$ cat src/rtl/fifo_core.sv
// fifo_core: single-clock synchronous FIFO, DATA_WIDTH x DEPTH.
//
// The read port is registered. data_out updates one cycle after a read is
// accepted and holds its value otherwise. The full/empty/half flags are
// registered and derived from the next-state occupancy count.
//
// Optional feature macro: FIFO_ERR_FLAGS_EN
//   When defined, the overflow and underflow ports are present. Each is a
//   one-cycle pulse that marks a dropped write or a read issued while empty.
//
// Ports:
//   clk        in   clock, all logic on posedge
//   rst_n      in   synchronous reset, active low
//   wr_en      in   write request
//   rd_en      in   read request
//   data_in    in   [DATA_WIDTH] write data
//   data_out   out  [DATA_WIDTH] registered read data
//   full       out  count == DEPTH
//   empty      out  count == 0
//   half       out  count >= DEPTH/2
//   overflow   out  (FIFO_ERR_FLAGS_EN) write dropped on the previous edge
//   underflow  out  (FIFO_ERR_FLAGS_EN) read requested while empty on the previous edge
module fifo_core #(
  parameter int DATA_WIDTH = 8,
  parameter int DEPTH      = 16
) (
  input  logic                  clk,
  input  logic                  rst_n,
  input  logic                  wr_en,
  input  logic                  rd_en,
  input  logic [DATA_WIDTH-1:0] data_in,
  output logic [DATA_WIDTH-1:0] data_out,
  output logic                  full,
  output logic                  empty,
`ifdef FIFO_ERR_FLAGS_EN
  output logic                  half,
  output logic                  overflow,
  output logic                  underflow
`else
  output logic                  half
`endif
);

  localparam int ADDR_WIDTH = $clog2(DEPTH);
  localparam int CW         = ADDR_WIDTH + 1;
  localparam logic [CW-1:0] CNT_FULL = CW'(DEPTH);
  localparam logic [CW-1:0] CNT_HALF = CW'(DEPTH / 2);

  logic [DATA_WIDTH-1:0] mem_q [DEPTH];
  logic [ADDR_WIDTH-1:0] wr_ptr_q, wr_ptr_d;
  logic [ADDR_WIDTH-1:0] rd_ptr_q, rd_ptr_d;
  logic [CW-1:0]         count_q, count_d;
  logic [DATA_WIDTH-1:0] data_out_q, data_out_d;
  logic                  full_q, empty_q, half_q;
  logic                  wr_acc, rd_acc;

  // When the FIFO is full, a write can still be accepted if a read frees a
  // slot on the same edge.
  assign rd_acc = rd_en & ~empty_q;
  assign wr_acc = wr_en & (~full_q | rd_acc);

  always_comb begin
    wr_ptr_d   = wr_ptr_q;
    rd_ptr_d   = rd_ptr_q;
    count_d    = count_q;
    data_out_d = data_out_q;
    if (wr_acc) wr_ptr_d = wr_ptr_q + ADDR_WIDTH'(1);
    if (rd_acc) begin
      rd_ptr_d   = rd_ptr_q + ADDR_WIDTH'(1);
      data_out_d = mem_q[rd_ptr_q];
    end
    case ({wr_acc, rd_acc})
      2'b10:   count_d = count_q + CW'(1);
      2'b01:   count_d = count_q - CW'(1);
      default: count_d = count_q;
    endcase
  end

  always_ff @(posedge clk) begin
    if (!rst_n) begin
      wr_ptr_q   <= '0;
      rd_ptr_q   <= '0;
      count_q    <= '0;
      data_out_q <= '0;
      full_q     <= 1'b0;
      empty_q    <= 1'b1;
      half_q     <= 1'b0;
    end else begin
      wr_ptr_q   <= wr_ptr_d;
      rd_ptr_q   <= rd_ptr_d;
      count_q    <= count_d;
      data_out_q <= data_out_d;
      full_q     <= (count_d == CNT_FULL);
      empty_q    <= (count_d == '0);
      half_q     <= (count_d >= CNT_HALF);
    end
  end

  // Storage is not reset. Writes are blocked while reset is asserted so that
  // reset discards every in-flight access.
  always_ff @(posedge clk) begin
    if (rst_n && wr_acc) mem_q[wr_ptr_q] <= data_in;
  end

  assign data_out = data_out_q;
  assign full     = full_q;
  assign empty    = empty_q;
  assign half     = half_q;

`ifdef FIFO_ERR_FLAGS_EN
  logic overflow_q, underflow_q;

  always_ff @(posedge clk) begin
    if (!rst_n) begin
      overflow_q  <= 1'b0;
      underflow_q <= 1'b0;
    end else begin
      overflow_q  <= wr_en & ~wr_acc;
      underflow_q <= rd_en & empty_q;
    end
  end

  assign overflow  = overflow_q;
  assign underflow = underflow_q;
`endif

endmodule

$ cat config.mk
export PLATFORM = sky130hd
export DESIGN_NAME = fifo_core
export DESIGN_NICKNAME = d
export VERILOG_FILES = /design/src/rtl/fifo_core.sv
export SDC_FILE = /design/constraint.sdc
export NUM_CORES = 1
export LEC_CHECK = 0
export CELL_PAD_IN_SITES_DETAIL_PLACEMENT = 0
export CELL_PAD_IN_SITES_GLOBAL_PLACEMENT = 1
export CORE_MARGIN = 2
export CORE_UTILIZATION = 50
export CTS_CLUSTER_DIAMETER = 100
export CTS_CLUSTER_SIZE = 25
export DETAILED_ROUTE_END_ITERATION = 12
export PLACE_DENSITY_LB_ADDON = 0.1
export SYNTH_ARGS = -nofsm -noshare
export SYNTH_HDL_FRONTEND = slang
export SYNTH_SLANG_ARGS = --single-unit
$ cat constraint.sdc
create_clock -name clk -period 4.68 [get_ports clk]
set_input_delay 0.936 -clock clk [delete_from_list [all_inputs] [get_ports clk]]
set_output_delay 0.936 -clock clk [all_outputs]
set_load 0.01 [all_outputs]
# Yosys cells after proc, flatten, opt, wreduce, memory -nomap -nowiden

Memories as Yosys holds them, arrays and structs flattened. A register that Yosys moved wholly into a read port is not among the register bits.
Cells that the tools add are included.

Add/subtract/negate cells: 4
Multiply operators: 0
Div/mod/pow operators: 0
Magnitude comparators: 1
Equal/unequal tests: 3
Shift operators: 0
Multiplexer cells: 3
Bitwise logic cells: 5
Reductions and logical operators: 3

Operators by type and width:

| operator                                                                             | number |
|---|---|
| 5-bit one-hot mux with 2 select lines                                                | 1 |
| 4-bit by 1-bit adder with 4-bit output (second input constant)                       | 2 |
| 5-bit by 1-bit adder with 5-bit output (second input constant)                       | 1 |
| 5-bit == test (second input constant)                                                | 1 |
| 5-bit by 4-bit greater-or-equal comparator with 1-bit output (second input constant) | 1 |
| 5-bit zero test                                                                      | 1 |
| 5-bit by 1-bit subtractor with 5-bit output (second input constant)                  | 1 |
| 1-bit AND                                                                            | 2 |
| 2-bit by 1-bit == test with 1-bit output (second input constant)                     | 1 |
| 2-bit == test (second input constant)                                                | 1 |
| 1-bit 2-to-1 mux                                                                     | 2 |
| 1-bit inverter                                                                       | 2 |
| 1-bit logical AND                                                                    | 1 |
| 1-bit zero test                                                                      | 1 |
| 1-bit bitwise OR                                                                     | 1 |

Flip-flop bits (word level): 16
Bits in latches: 0
Bits in writable memories: 128
ROM bits: 0
Input bits: 12
Output and inout bits: 11
Logic and storage cells: 26
Memories: 1

Memories:

| name  | depth | bits a word | read ports | clocked after memory_dff | write ports | line | source |
|---|---|---|---|---|---|---|---|
| mem_q | 16    | 8           | 1          | 1                        | 1           | 49   | `logic [DATA_WIDTH-1:0] mem_q [DEPTH];` |

# Longest topological paths before layout

Gate-level depths: netlist of run 1.

Depth in word-level cells: 7
Depth in mapped cells: 11
Depth with buffers taken out: 11

# Worst setup path before layout of run 1

OpenSTA, ideal clock, no wires.

Path type: in2reg
From: input port rd_en
To: register full_q, in the netlist full
Setup time: 0.096 ns
Data arrival time: 2.925 ns
Required time: 4.584 ns
Slack: 1.659 ns
Stages: 11
Buffers on the path: 0
Cells stage by stage: nand2b_1 a21boi_2 inv_1 ha_1 xor2_1 ha_1 a21oi_1 mux2i_1 xnor2_1 nand2_1 nor4b_1

Longest elaborated chain between the ends: 6
Elaborated cells between the ends (all ways): 7
Classes of those cells: 3 x eq/ne; 1 x mux; 3 x bitwise

Ends and longest elaborated chain:

| element                                                                          | line | source |
|---|---|---|
| start, declared                                                                  | 30   | `input logic rd_en,` |
| 1-bit AND *                                                                      | 59   | `assign rd_acc = rd_en & ~empty_q;` |
| 1-bit bitwise OR                                                                 | 60   | `assign wr_acc = wr_en & (~full_q \| rd_acc);` |
| 1-bit AND                                                                        | 60   |  |
| 2-bit by 1-bit == test with 1-bit output / 2-bit == test (equally long branches) | 72   | `case ({wr_acc, rd_acc})` |
| 5-bit one-hot mux with 2 select lines *                                          | 72   |  |
| 5-bit == test *                                                                  | 93   | `full_q <= (count_d == CNT_FULL);` |
| end signal, assigned                                                             | 93   |  |
| end, declared                                                                    | 54   | `logic full_q, empty_q, half_q;` |

Every way passes the cells marked *; elsewhere a longest branch is shown, timed or not.
A chain may end at the register's enable or synchronous reset.

# Worst setup path after layout of run 1

Same ends and word-level chain as after synthesis.

==> impl_results.md, run 1 <==
* CTS Root Cell: clkbuf_16
* Post-synth ARST share at 0%
* Worst-case clock buffer depth at 2
* Most crowded layer after global routing: met2
* Tcrit/Tclk final at 75.0%
* Max Freq at 285 MHz
* Row count at 40
* Port-buffer cells at 22
* Number of global-route vias before repair at 3,028
* FF-to-FF Start: empty$_SDFF_PN1_
* Hold Crit Start: data_out[1]$_SDFFE_PN0P_
* Die W at 115 um
* Worst setup path start: rd_en
* Outcome: finished, final reports clean
* Sw Ratio at 23.7%
* Initial DRT Pass Iterations at 5
* Setup_tns at 0 ns
* Largest net degree at the start of global routing at 32
* Post-route ant nets at 0
* Drt drc at 0
* Main synth FF type: edfxtp_1
* Endpoints failing setup at 0
* # nets final at 392
* Die area at 13,200 um^2
* Yosys cell types at 42
* Clk slew on worst S/H paths at 0.06 ns
* Vias per cell at 5.77
* Net Switching at 0.749 mW
* Final setup margin at 1.17 ns
* CP required at 5.00 ns
* Total GRT Usage at 19.9%
* Critical Path Source Type: primary input
* Cts bufs inserted at 17
* Met1 GRT Util at 27.8%
* Synth Register Bits at 152
* Initial antenna violation count at 0
* Crit path DAT at 3.83 ns
* Post-CTS sizing at 0
* Routed WL at 11,800 um
* EDFF count, synth at 128
* Final clock skew at 0.0136 ns
* Met2 Use GR at 30.1%
* Clock share of power at 41.1%
* Detailed Place HPWL at 7450 um
* Max Cap Viol at 0
* Hold Crit Class: reg -> reg
* Min Clock Period, post-route at 3.51 ns
* DR iter-0 viols at 272
* Finished Core Util at 58.4%
* Critical setup path kind: in -> reg
* Worst IR Drop VDD at 0.374 mV
* Slew Viols, Final at 0
* Logic pwr share at 9.7%
* # Post-CTS Setup Buffers at 0
* Pin slew with the least headroom to its limit at 0.973 ns
* Clock Latency Late Sink at 0.42 ns
* CTS Hold Buffers Added at 0
* Clk sink count at 152
* CTS tree: yes
* Layout cell share with drive strength beyond 1 at 16.6%
* Leakage at 2.29 nW
* Synth warn at 0
* Unrepaired setup endpoints after global routing: no
* Critical Path Sink Type: flip-flop
* H-tree levels at 4
* Power Density at 450 nW/um^2
* Placer Congestion at 0.745
* FF-to-FF setup slack at 1.72 ns
* Io pins at 23
* GRT met3 Usage at 6.41%
* Share of the yosys chip area belonging to registers at 70.6%
* Sequential share of power at 49.2%
* GRT overflow at 0
* Drt wl/cell at 22.2 um
* Mapped Cells at 340
* First-pass GRT wire length at 18,100 um
* Count of final hold-check violations at 0
* Syn_nets at 360
* Die Y at 115 um
* Slew margin rel. at 34.9%
* Mapped Area at 6130 um^2
* Antenna Cells at 0
* Via Count at 3,068
* Worst slack, placed at 0.744 ns
* Syn_area_per_cell at 18.0 um^2
* Core outline area at 12,000 um^2
* Internal at 2.41 mW
* P&R area growth vs syn at 14.5%
* Crit-path max FO at 12
* Worst Hold Margin at 0.485 ns
* Effective utilization at floorplan at 51.0%
[logic make-up (layout without fill, tap and decap cells)]
group	count (synthesis)	after routing	share of synthesized area (%)
xor+xnor	11	11	1.57
flops	152	152	70.6
mux	34	34	12.8
simple gates	65	65	5.39
fa+ha+maj	8	8	1.63
buf+inv	23	68	2.65
compound gates	47	47	5.43
[final timing paths]
| kind | endpoint | depth (start not counted) |
|---|---|---|
| worst max register to register | full$_SDFF_PN0_ | 12 |
| worst max-delay path | full$_SDFF_PN0_ | 13 |
| worst min register to register | data_out[1]$_SDFFE_PN0P_ | 1 |
| worst min-delay path | data_out[1]$_SDFFE_PN0P_ | 1 |
[Yosys cell counts, types with 4 or more instances]
master	n	area, um^2
xnor2_1	9	78.8
clkbuf_1	4	15.0
mux4_1	11	289
nand3_1	5	25.0
dfxtp_1	24	480
nand2_1	8	30.0
nand2b_1	6	37.5
nor2b_1	7	43.8
nor3_1	5	25.0
and2_1	8	50.1
edfxtp_1	128	3840
mux4_2	21	473
a31o_1	5	43.8
inv_1	6	22.5
ha_1	8	100
a21oi_1	11	55.1
a22oi_1	16	120
nor2_1	19	71.3
[cells in the final DEF (no fill, tap or decap), drive strengths merged, types with 2 or more instances in the layout]
cell and n:
a22oi 16, and2 8, nand2b 6, a21boi 3, ha 8, xor2 2
xnor2 9, o31ai 2, inv 14, nor2b 7, clkinv 4, edfxtp 128
a21oi 11, nand4 2, clkbuf 17, clkinvlp 2, clkdlybuf4s50 22, mux2i 2
and3 2, buf 8, a31o 8, nor2 19, dfxtp 24, nor3 5
nand2 8, nand3 5, o21ai 2, mux4 32
[power by group through the flow]
stage	registers (mW)	clock network [mW]	logic, mW
global route	1.56	1.38	0.337
CTS	1.56	1.32	0.312
floorplan	1.56	0	0.246
global placement	1.58	0	0.308
detailed placement	1.58	0	0.311
finish	1.55	1.30	0.306
[state kept, by name, indices dropped and copies added (netlist names)]
name      flops
count_q       5
data_out      8
empty         1
full          1
half          1
mem_q       128
rd_ptr_q      4
wr_ptr_q      4
[per-stage QoR]
step / total power, mW / std cells / area, um^2
after floorplan: 1.80 / 340 / 6130
after global placement: 1.89 / 500 / 6450
after detailed placement: 1.89 / 500 / 6450
after CTS: 3.19 / 532 / 7020
after global routing: 3.28 / 532 / 7020
final: 3.16 / 532 / 7020
[per-layer routing]
| layer | wire length, um | up-vias |
|---|---|---|
| li1 | - | 1423 |
| met1 | 5190 | 1553 |
| met2 | 5800 | 84 |
| met3 | 703 | 8 |
| met4 | 124 | 0 |
| met5 | 0 | - |
[worst max-delay path: stages]
cell             delay, ns
clkdlybuf4s50_1       0.45
nand2b_1              0.05
buf_4                 0.18
a21boi_2              0.39
inv_1                 0.13
ha_1                  0.31
xor2_1                0.20
ha_1                  0.22
nor2_1                0.07
o21a_1                0.18
o211ai_1              0.28
xor2_1                0.13
nor4b_1               0.31
[layout make-up]
cell class | instances | area, um^2
tap | 147 | 184
sequential | 152 | 4330
clock inverter | 15 | 136
fill | 928 | 5000
inverter | 6 | 22.5
multi-input combinational | 165 | 1640
clock buffer | 17 | 425
timing repair buffer | 30 | 280
No activity file was read; power rests on OpenSTA's default activity.
==> run 2: changes to the inputs <==
- CORE_UTILIZATION: 50 -> 47
- clock period: 4.68 -> 3.05 ns (I/O delays scaled with it)
==> impl_results.md, run 2 (synthesis results as in run 1) <==
* Finished Core Util at 56.8%
* Setup_tns at 0 ns
* Count of final hold-check violations at 0
* Die area at 14,000 um^2
* Hold Crit Class: reg -> reg
* Most common cell after layout, fill and taps aside: edfxtp_1
* Max FFs per register at 128
* Row count at 41
* Finished Cell Area at 7190 um^2
* Largest net degree at the start of global routing at 36
* CTS tree: yes
* GRT overflow at 0
* DR iter-0 viols at 259
* Leakage at 2.38 nW
* Fillcell total at 1,025
* Tcrit/Tclk final at 86.5%
* Post-route ant nets at 0
* Die W at 118 um
* CTS Hold Buffers Added at 0
* Worst Hold Margin at 0.475 ns
* Post-DP Area at 6620 um^2
* Io pins at 23
* Crit path max-delay family: buffers and inverters
* Critical setup path kind: in -> reg
* Crit path DAT at 2.95 ns
* CTS Root Cell: clkbuf_16
* P&R area growth vs syn at 17.4%
* Worst-case clock buffer depth at 2
* Slowest cell on crit path: clkdlybuf4s50_1
* Die Y at 118 um
* Clk slew on worst S/H paths at 0.06 ns
* Cts bufs inserted at 17
* Drt wl/cell at 20.5 um
* Initial antenna violation count at 0
* Max Freq at 379 MHz
* Commonest cells after routing, fill and taps aside: 128 x edfxtp_1, 23 x dfxtp_1, 23 x buf_4
* Critical Path Sink Type: flip-flop
* CP required at 3.36 ns
* Final setup margin at 0.411 ns
* Initial DRT Pass Iterations at 4
* Routed WL at 11,800 um
* Worst slack, placed at -0.0221 ns
* CP Buf/Inv Count at 2
* Clk sink count at 152
* Critical Path Source Type: primary input
* Via Count at 3,161
* Layout cell share with drive strength beyond 1 at 19.5%
* # nets final at 408
* H-tree levels at 4
* Min Clock Period, post-route at 2.64 ns
* Antenna Cells at 0
* Effective utilization at floorplan at 48.4%
* CP Cell Sequence: clkdlybuf4s50_1 > nand2b_1 > a21boi_2 > inv_1 > ha_1 > xor2_1 > ha_1 > a21oi_1 > mux2i_1 > xnor2_1 > nand2_1 > nor4b_1
* Slew margin rel. at 56.9%
* Crit-path max FO at 3
* Placer Congestion at 0.768
* Outcome: finished, final reports clean
* Number of global-route vias before repair at 3,126
* Post-CTS sizing at 0
* Vias per cell at 5.52
* Detailed Place HPWL at 7670 um
* Power Density at 681 nW/um^2
* First-pass GRT wire length at 18,400 um
* Fin cells at 573
* Port-buffer cells at 22
* Drt drc at 0
* CP peak stage delay at 0.45 ns
* Core outline area at 12,700 um^2
* Max Cap Viol at 0
* Placed Cells at 541
* Final clock skew at 0.00648 ns
* Total power draw at 4.90 mW
* Critical Path Most Common Cell: ha_1
* Endpoints failing setup at 0
* Total GRT Usage at 18.2%
* Pin slew with the least headroom to its limit at 0.644 ns
* Unrepaired setup endpoints after global routing: no
* Clock Latency Late Sink at 0.42 ns
* Worst IR Drop VDD at 0.554 mV
* # Post-CTS Setup Buffers at 0
* Slew Viols, Final at 0
* Reg with most FFs: mem_q
run 2: changes by cell type in the layout (fill, tap and decap cells not counted):
| cell | delta |
|---|---|
| clkinvlp_4 | +1 |
| clkbuf_1 | +1 |
| buf_12 | +1 |
| clkinv_4 | +1 |
| bufinv_16 | +1 |
| buf_4 | +15 |
| inv_6 | -4 |
| clkinv_1 | +1 |
| clkinv_2 | -1 |
run 2: worst register-to-register path, delay by kind of cell (launching register included):
| family | cells | cell delay [ns] |
|---|---|---|
| DFF | 1 | 0.31 |
| and+or+nand+nor | 3 | 0.55 |
| AOI/OAI and AO/OA | 2 | 0.33 |
| adders and majority gates | 2 | 0.44 |
| buffers and inverters | 1 | 0.08 |
| muxes | 1 | 0.25 |
| xor gates and xnor gates | 2 | 0.33 |
run 2: layout make-up:
class | instances | area (um^2) | share of cell area [%]
clock buffer | 18 | 429 | 5.97
sequential | 152 | 4330 | 60.1
inverter | 6 | 22.5 | 0.313
tap | 172 | 215 | 2.99
timing repair buffer | 46 | 413 | 5.74
multi-input combinational | 165 | 1640 | 22.8
clock inverter | 14 | 146 | 2.04
run 2: worst paths after layout:
path	startpoint	endpoint	slack, ns	depth (start not counted)
setup / recovery	rd_en	full$_SDFF_PN0_	0.41	12
hold / removal	data_out[4]$_SDFFE_PN0P_	data_out[4]$_SDFFE_PN0P_	0.47	1
setup reg to reg	empty$_SDFF_PN1_	full$_SDFF_PN0_	0.66	11
hold reg to reg	data_out[4]$_SDFFE_PN0P_	data_out[4]$_SDFFE_PN0P_	0.47	1
run 2: routing by layer:
metal	global-route usage, %	share of wire, %
met1	24.1	45
met2	29.4	50
met3	5.60	3.3
met4	4.97	0.87
met5	0	0
run 2: power by group:
| group | internal [mW] | switching (mW) | total [mW] | leakage [nW] |
|---|---|---|---|---|
| Clock | 1.21 | 0.810 | 2.02 | 0.270 |
| Combinational | 0.270 | 0.250 | 0.520 | 0.758 |
| Sequential | 2.31 | 0.0566 | 2.36 | 1.35 |
